### src/rtl/cam_cfg_pkg.sv
// Shared constants for the camera register-table sequencer:
// opcodes, entry field positions and FSM state encoding.
package cam_cfg_pkg;

   localparam logic [7:0] OP_WRITE = 8'h00;
   localparam logic [7:0] OP_DELAY = 8'h01;
   localparam logic [7:0] OP_END   = 8'hFF;

   localparam int OPC_HI = 31;
   localparam int OPC_LO = 24;
   localparam int REG_HI = 23;
   localparam int REG_LO = 8;
   localparam int DAT_HI = 7;
   localparam int DAT_LO = 0;
   localparam int CNT_HI = 23;
   localparam int CNT_LO = 0;

   typedef enum logic [3:0] {
      S_IDLE,
      S_FETCH,
      S_DECODE,
      S_ISSUE,
      S_WAIT_UP,
      S_WAIT_DN,
      S_GAP,
      S_DELAY,
      S_DONE,
      S_FAIL
   } state_t;

endpackage

### src/rtl/cam_cfg_seq.sv
// Walks a register table and issues I2C writes through the driver,
// with per-entry NACK retry, start timeout and programmable delays.
module cam_cfg_seq
   import cam_cfg_pkg::*;
#(
   parameter logic [7:0] DEV_ADDR  = 8'h3C,
   parameter int         TBL_AW    = 8,
   parameter int         MAX_RETRY = 3,
   parameter int         GAP_CYC   = 16,
   parameter int         START_TO  = 64
) (
   input  logic              clk_i,
   input  logic              rst_n,
   input  logic              cfg_start,
   output logic [TBL_AW-1:0] tbl_addr,
   input  logic [31:0]       tbl_data,
   output logic              drv_start_en,
   output logic              drv_wr_rd_flag,
   output logic [7:0]        drv_dev_addr,
   output logic [15:0]       drv_register,
   output logic [7:0]        drv_data_byte,
   input  logic              drv_busy,
   input  logic              drv_err,
   output logic              cfg_busy,
   output logic              cfg_done,
   output logic              cfg_fail,
   output logic [TBL_AW-1:0] fail_idx,
   output logic [15:0]       wr_count
);

   localparam logic [7:0]  RTY_MAX  = 8'(MAX_RETRY);
   localparam logic [15:0] GAP_LAST = 16'(GAP_CYC - 1);
   localparam logic [15:0] TO_LAST  = 16'(START_TO - 1);

   state_t      state, nxt;
   logic [15:0] reg_r;
   logic [7:0]  dat_r;
   logic [31:0] dly_cnt;
   logic [15:0] gap_cnt, to_cnt;
   logic [7:0]  retry;
   logic        rty_pend, sticky;
   logic        go, adv, att_ok, att_bad;

   logic [7:0]  opc;
   logic [23:0] cnt;
   logic        is_wr, is_dly, cnt_nz, last, can_retry;

   assign opc       = tbl_data[OPC_HI:OPC_LO];
   assign cnt       = tbl_data[CNT_HI:CNT_LO];
   assign is_wr     = (opc == OP_WRITE);
   assign is_dly    = (opc == OP_DELAY);
   assign cnt_nz    = (cnt != 24'd0);
   assign last      = (tbl_addr == '1);
   assign can_retry = (retry < RTY_MAX);

   always_ff @(posedge clk_i or negedge rst_n) begin
      if (!rst_n) state <= S_IDLE;
      else        state <= nxt;
   end

   always_comb begin
      nxt     = state;
      go      = 1'b0;
      adv     = 1'b0;
      att_ok  = 1'b0;
      att_bad = 1'b0;
      unique case (state)
         S_IDLE, S_DONE, S_FAIL:
            if (cfg_start) begin
               go  = 1'b1;
               nxt = S_FETCH;
            end
         S_FETCH: nxt = S_DECODE;
         S_DECODE:
            unique case (1'b1)
               is_wr:            nxt = S_ISSUE;
               is_dly && cnt_nz: nxt = S_DELAY;
               is_dly && !cnt_nz: adv = 1'b1;
               default:          nxt = S_DONE;
            endcase
         S_ISSUE:
            if (!drv_busy) nxt = S_WAIT_UP;
         S_WAIT_UP:
            if (drv_busy)               nxt = S_WAIT_DN;
            else if (to_cnt == TO_LAST) att_bad = 1'b1;
         S_WAIT_DN:
            if (!drv_busy) begin
               att_ok  = !sticky;
               att_bad = sticky;
            end
         S_GAP:
            if (gap_cnt == GAP_LAST) begin
               if (rty_pend) nxt = S_ISSUE;
               else          adv = 1'b1;
            end
         S_DELAY:
            if (dly_cnt == 32'd1) adv = 1'b1;
         default: nxt = S_IDLE;
      endcase
      if (att_ok)  nxt = S_GAP;
      if (att_bad) nxt = can_retry ? S_GAP : S_FAIL;
      if (adv)     nxt = last ? S_DONE : S_FETCH;
   end

   always_ff @(posedge clk_i or negedge rst_n) begin
      if (!rst_n) begin
         tbl_addr <= '0;
         fail_idx <= '0;
         wr_count <= '0;
         cfg_done <= 1'b0;
         cfg_fail <= 1'b0;
         reg_r    <= '0;
         dat_r    <= '0;
         dly_cnt  <= '0;
         gap_cnt  <= '0;
         to_cnt   <= '0;
         retry    <= '0;
         rty_pend <= 1'b0;
         sticky   <= 1'b0;
      end else begin
         if (go) begin
            tbl_addr <= '0;
            fail_idx <= '0;
            wr_count <= '0;
            cfg_done <= 1'b0;
            cfg_fail <= 1'b0;
            retry    <= '0;
            rty_pend <= 1'b0;
         end
         if (state == S_DECODE && is_wr) begin
            reg_r <= tbl_data[REG_HI:REG_LO];
            dat_r <= tbl_data[DAT_HI:DAT_LO];
         end
         if (state == S_DECODE && is_dly)
            dly_cnt <= {cnt, 8'h00};
         else if (state == S_DELAY)
            dly_cnt <= dly_cnt - 32'd1;
         if (state == S_ISSUE) begin
            sticky <= 1'b0;
            to_cnt <= '0;
         end else if (state == S_WAIT_UP) begin
            to_cnt <= to_cnt + 16'd1;
         end
         if (state == S_WAIT_DN && drv_err) sticky <= 1'b1;
         if (state == S_GAP) gap_cnt <= gap_cnt + 16'd1;
         if (att_ok) begin
            wr_count <= wr_count + 16'd1;
            retry    <= '0;
            rty_pend <= 1'b0;
            gap_cnt  <= '0;
         end
         if (att_bad) begin
            if (can_retry) begin
               retry    <= retry + 8'd1;
               rty_pend <= 1'b1;
               gap_cnt  <= '0;
            end else begin
               fail_idx <= tbl_addr;
            end
         end
         // last entry finishes the walk rather than wrapping to 0
         if (adv && !last) tbl_addr <= tbl_addr + 1'b1;
         if (nxt == S_DONE && state != S_DONE) cfg_done <= 1'b1;
         if (nxt == S_FAIL && state != S_FAIL) cfg_fail <= 1'b1;
      end
   end

   assign drv_start_en   = (state == S_ISSUE) && !drv_busy;
   assign drv_wr_rd_flag = 1'b0;
   assign drv_dev_addr   = DEV_ADDR;
   assign drv_register   = reg_r;
   assign drv_data_byte  = dat_r;
   assign cfg_busy       = !(state == S_IDLE || state == S_DONE ||
                             state == S_FAIL);

endmodule

### config.mk
export PLATFORM = sky130hd
export DESIGN_NAME = cam_cfg_seq
export DESIGN_NICKNAME = d
export VERILOG_FILES = /design/src/rtl/cam_cfg_pkg.sv /design/src/rtl/cam_cfg_seq.sv
export SDC_FILE = /design/constraint.sdc
export NUM_CORES = 1
export LEC_CHECK = 0
export CAP_MARGIN = 20
export CORE_ASPECT_RATIO = 1.5
export CORE_MARGIN = 2
export CORE_UTILIZATION = 55
export CTS_BUF_LIST = sky130_fd_sc_hd__clkbuf_4
export CTS_CLUSTER_DIAMETER = 150
export CTS_CLUSTER_SIZE = 40
export DETAILED_ROUTE_END_ITERATION = 10
export PLACE_DENSITY = 0.81
export RECOVER_POWER = 50
export SYNTH_ARGS = -nofsm -noshare
export SYNTH_HDL_FRONTEND = slang
export SYNTH_SLANG_ARGS = --single-unit
### constraint.sdc
create_clock -name clk_i -period 2.9 [get_ports clk_i]
set_input_delay 0.29 -clock clk_i [delete_from_list [all_inputs] [get_ports clk_i]]
set_output_delay 0.29 -clock clk_i [all_outputs]
set_load 0.05 [all_outputs]
==> metrics.md <==
| Metric | Value |
|---|---|
| Largest net degree at the start of global routing | 137 |
| Mapped Area | 6830 um2 |
| Placed cells | approximately 950 |
| Tot GR Track Use | 0.256 |
| Peak supply drop | 0.427 mV |
| Worst reg2reg path depth | 7 |
| Switching Share | 0.365 |
| Initial antenna violation count | 1 |
| Sequential Area | 3400 um2 |
| Number of I/O pins | roughly 110 |
| Hold Path Class | in -> reg |
| Pwr per Cell Area | 636 nW/um2 |
| Max_cap viols | 1 |
| Wirelength per Cell | 16.5 um |
| Clock sinks | 136 |
| Max stage delay on crit path | between 0.5 and 0.6 ns |
| Simple-gate share of the synthesized area | 0.232 |
| CP arrival | 3.08 ns |
| DRC viols | 0 |
| Vias per cell | roughly 6.0 |
| Final hold violations | 0 |
| Root Driver | clkbuf_4 |
| Post-route ant nets | 0 |
| Worst hold margin | about 0.36 ns |
| Final worst path period need | between 2 and 3 ns |
| Initial DRC Count | around 390 |
| Fraction of synthesized area in multiplexers | 0.0471 |
| Clock latency at the later pin of the worst-skew pair | between 0.5 and 0.6 ns |
| Row Count | just under 50 |
| Register area share after synthesis | 0.498 |
| Cell repeated most along the worst path | and3_1 |
| Initial Util | 0.565 |
| Asr flop ratio synth | 1.00 |
| CTS tree | built |
| Area growth, synth to finish | 21.9% |
| Clock share of power | 0.262 |
| Core ar. | 12100 um2 |
| Total die area | 13300 um2 |
| Synth Area in Compound Gates | 0.130 |
| Vias | roughly 6000 |
| Number of global-route vias before repair | between 5000 and 6000 |
| Setup violations, final | 0 |
| Hold Path End | dly_cnt[29] |
| Slew Limit Fails | 137 |
| Fillcell total | a little over 900 |
| Startpoint Class | register |
| Number of synthesized flops with an enable pin | 0 |
| Worst reg2reg path endpoint | dly_cnt[26] |
| Flop pwr share | 0.460 |
| Post-Synth Adder-Cell Area | 0.0128 |
| CP max stage cell | or4_4 |
| Gate Count Post-Synth | 702 |
| Switching power | slightly below 2 mW |
| Layout Skew | around 0.02 ns |
| Crit-path max FO | 6 |
| RSZ-0062 raised after global routing | false |
| Maximum buffer depth of the clock tree | 2 |
| Most used flip-flop cell after synthesis | dfrtp_1 |
| 1st-pass router iterations | 5 |
| Multi-input combinational cell area | between 3000 and 4000 um2 |
| Worst Max-Slew Pin Slew | roughly 1.8 ns |
| Worst r2r src | dly_cnt[12] |
| Period utilisation layout | 0.917 |
| Xor/xnor cell area share of the yosys netlist | 0.0372 |
| GR Layer Usage met2 | 0.434 |
| Post-synth cell types | between 60 and 70 |
| Worst reg-to-reg setup slack | 0.24 ns |
| CTS buffer count | 17 |
| H-tree Lvls | 4 |
| Status | complete, but fails checks |
| Nets | 856 |
| Clk slew on worst S/H paths | about 0.13 ns |
| Main combinational cell family by area after synthesis | simple AND/OR/NAND/NOR gates |
| Post-CTS Setup Inserts | 0 |
| Crit end category | register |
| Critical Path RT | between 3 and 4 ns |
| Share of layout cells above drive strength 1 | 0.124 |
| Synth warn | 0 |
| Met3 GRT Util | 0.0640 |
| HP Start | tbl_data[21] |
| First-pass GRT wire length | between 20 and 30 mm |
| Total gr overflow | 0 |
| GR peak layer | met2 |
| Worst hold path depth | 3 |
| Cell Int Power | approximately 3.4 mW |
| Slew HR | -0.194 |
| Die Ht | between 100 and 150 um |
| Non-filler cells in the finished layout | ~980 |
| Critical-path cell list | or4_4, nor4_1, and3_1, and3_1, nand2_1, o311ai_0, o211ai_1 |
| Maximum clock frequency | about 380 MHz |
| Syn avg cell area | 9.73 um2 |
| M1 GR Usage | 0.311 |
| Chip width | 95.0 um |
| Worst Setup Path Type | reg -> reg |
| Failing checks | max-capacitance violations, max-slew violations |
| Post-synthesis register bit count | 136 |
| Gpl congestion | around 0.88 |
| HPWL Detailed | between 10 and 15 mm |
| Fin Setup TNS | 0 ns |
| Leak | approximately 3.6 nW |
| Logic pwr share | 0.278 |
| Routed WL | approximately 16 mm |
| Count of buffers from port buffering | 96 |
cell families (layout without fill, tap and decap cells):
| group | count (synthesis) | count (layout) |
|---|---|---|
| AND/OR/NAND/NOR | 303 | 303 |
| AO/OA/AOI/OAI | 137 | 137 |
| flip-flops | 136 | 136 |
| buffers and inverters | 59 | 175 |
| XOR/XNOR | 29 | 29 |
| multiplexers | 29 | 29 |
| adder cells (fa/ha/maj) | 7 | 7 |
| other | 2 | 10 |
critical path, delay by kind of cell, from the launching register on:
family             cells  cell delay [ns]
AOI/OAI and AO/OA      2             0.48
DFF                    1             0.40
and+or+nand+nor        5             1.66
stage by stage:
stage | area (um2) | setup slack, ns | total power [mW] | util
6_report | 8320 | 0.241 | 5.30 | 0.689
5_1_grt | 8320 | 0.0684 | 5.62 | 0.689
4_1_cts | 8360 | 0.0847 | 5.31 | 0.692
3_5_place_dp | 8030 | 0.243 | 3.94 | 0.665
3_3_place_gp | 8030 | 0.306 | 3.86 | 0.665
2_1_floorplan | 6860 | 0.546 | 3.44 | -
power by group through the flow:
stage	registers, mW	clock network [mW]	logic [mW]
global placement	2.44	0	1.41
global route	2.48	1.49	1.65
finish	2.44	1.39	1.47
CTS	2.43	1.40	1.48
floorplan	2.48	0	0.962
detailed placement	2.47	0	1.47
final cells by class:
type,instances,share of cell area
Tap cell,153,0.0230
Multi-Input combinational cell,514,0.381
Antenna cell,1,0.000301
Clock inverter,15,0.0227
Sequential cell,136,0.409
Timing Repair Buffer,122,0.139
Inverter,21,0.00947
Clock buffer,17,0.0153
how the worst max path moves through the flow:
stage	start	to	slack [ns]	depth (start not counted)
finish	dly_cnt[12]	dly_cnt[26]	0.24	7
global route	dly_cnt[12]	dly_cnt[26]	0.07	7
CTS	state[3]	drv_start_en	0.08	4
detailed placement	tbl_data[29]	dly_cnt[16]	0.24	8
global placement	tbl_data[29]	dly_cnt[9]	0.31	8
floorplan	dly_cnt[25]	cfg_done	0.55	9
sequential cells by signal, summed over array words and instances, names as in the netlist:
signal / cells
retry: 8
drv_register: 16
dly_cnt: 32
gap_cnt: 16
state: 4
cfg_done: 1
wr_count: 16
fail_idx: 8
tbl_addr: 8
cfg_fail: 1
sticky: 1
drv_data_byte: 8
rty_pend: 1
to_cnt: 16
layer usage:
metal	share of wire	routed length, um	up-vias
li1	-	-	2730
met1	0.40	6500	2884
met2	0.52	8420	187
met3	0.054	866	31
met4	0.021	333	0
met5	0	0	-
repair_timing:
action                                  4_1_cts  5_1_grt
hold buffers                                  1        0
endpoints found under the setup margin        0        1
hold endpoints to repair                    136        0
resized for setup                             0        1
cell usage in the layout (no fill, tap or decap), drive strengths merged, types with 3 or more instances in the layout:
| cell | n |
|---|---|
| bufinv | 3 |
| nand2 | 86 |
| dfrtp | 136 |
| a21o | 4 |
| xor2 | 21 |
| o311ai | 8 |
| nor3 | 11 |
| or3 | 17 |
| nor2 | 57 |
| clkinv | 4 |
| a31oi | 3 |
| inv | 27 |
| nor4 | 20 |
| a21oi | 18 |
| nand4 | 13 |
| o211ai | 25 |
| buf | 20 |
| xnor2 | 8 |
| ha | 7 |
| nor3b | 3 |
| nor2b | 3 |
| o21ai | 53 |
| and3 | 21 |
| or4 | 3 |
| mux2 | 25 |
| o31ai | 9 |
| clkdlybuf4s50 | 94 |
| mux2i | 4 |
| conb | 9 |
| nand2b | 6 |
| clkbuf | 23 |
| and2 | 4 |
| nand3 | 46 |
synth_stat cells (all sizes together), types with 3 or more instances:
library cell / n / area (um2)
dfrtp: 136 / 3400
nand2: 86 / 325
nor2: 57 / 214
o21ai: 53 / 265
nand3: 46 / 243
mux2: 25 / 282
o211ai: 25 / 188
and3: 21 / 133
buf: 21 / 136
inv: 21 / 78.8
xor2: 21 / 184
nor4: 20 / 155
a21oi: 18 / 90.1
clkbuf: 17 / 63.8
or3: 17 / 115
nand4: 13 / 81.3
nor3: 11 / 55.1
o31ai: 9 / 67.6
o311ai: 8 / 70.1
xnor2: 8 / 70.1
ha: 7 / 87.6
nand2b: 6 / 45.0
a21o: 4 / 30.0
and2: 4 / 25.0
mux2i: 4 / 40.0
a31oi: 3 / 18.8
nor2b: 3 / 18.8
nor3b: 3 / 27.5
or4: 3 / 26.3
Power figures use the tool's default switching activity.
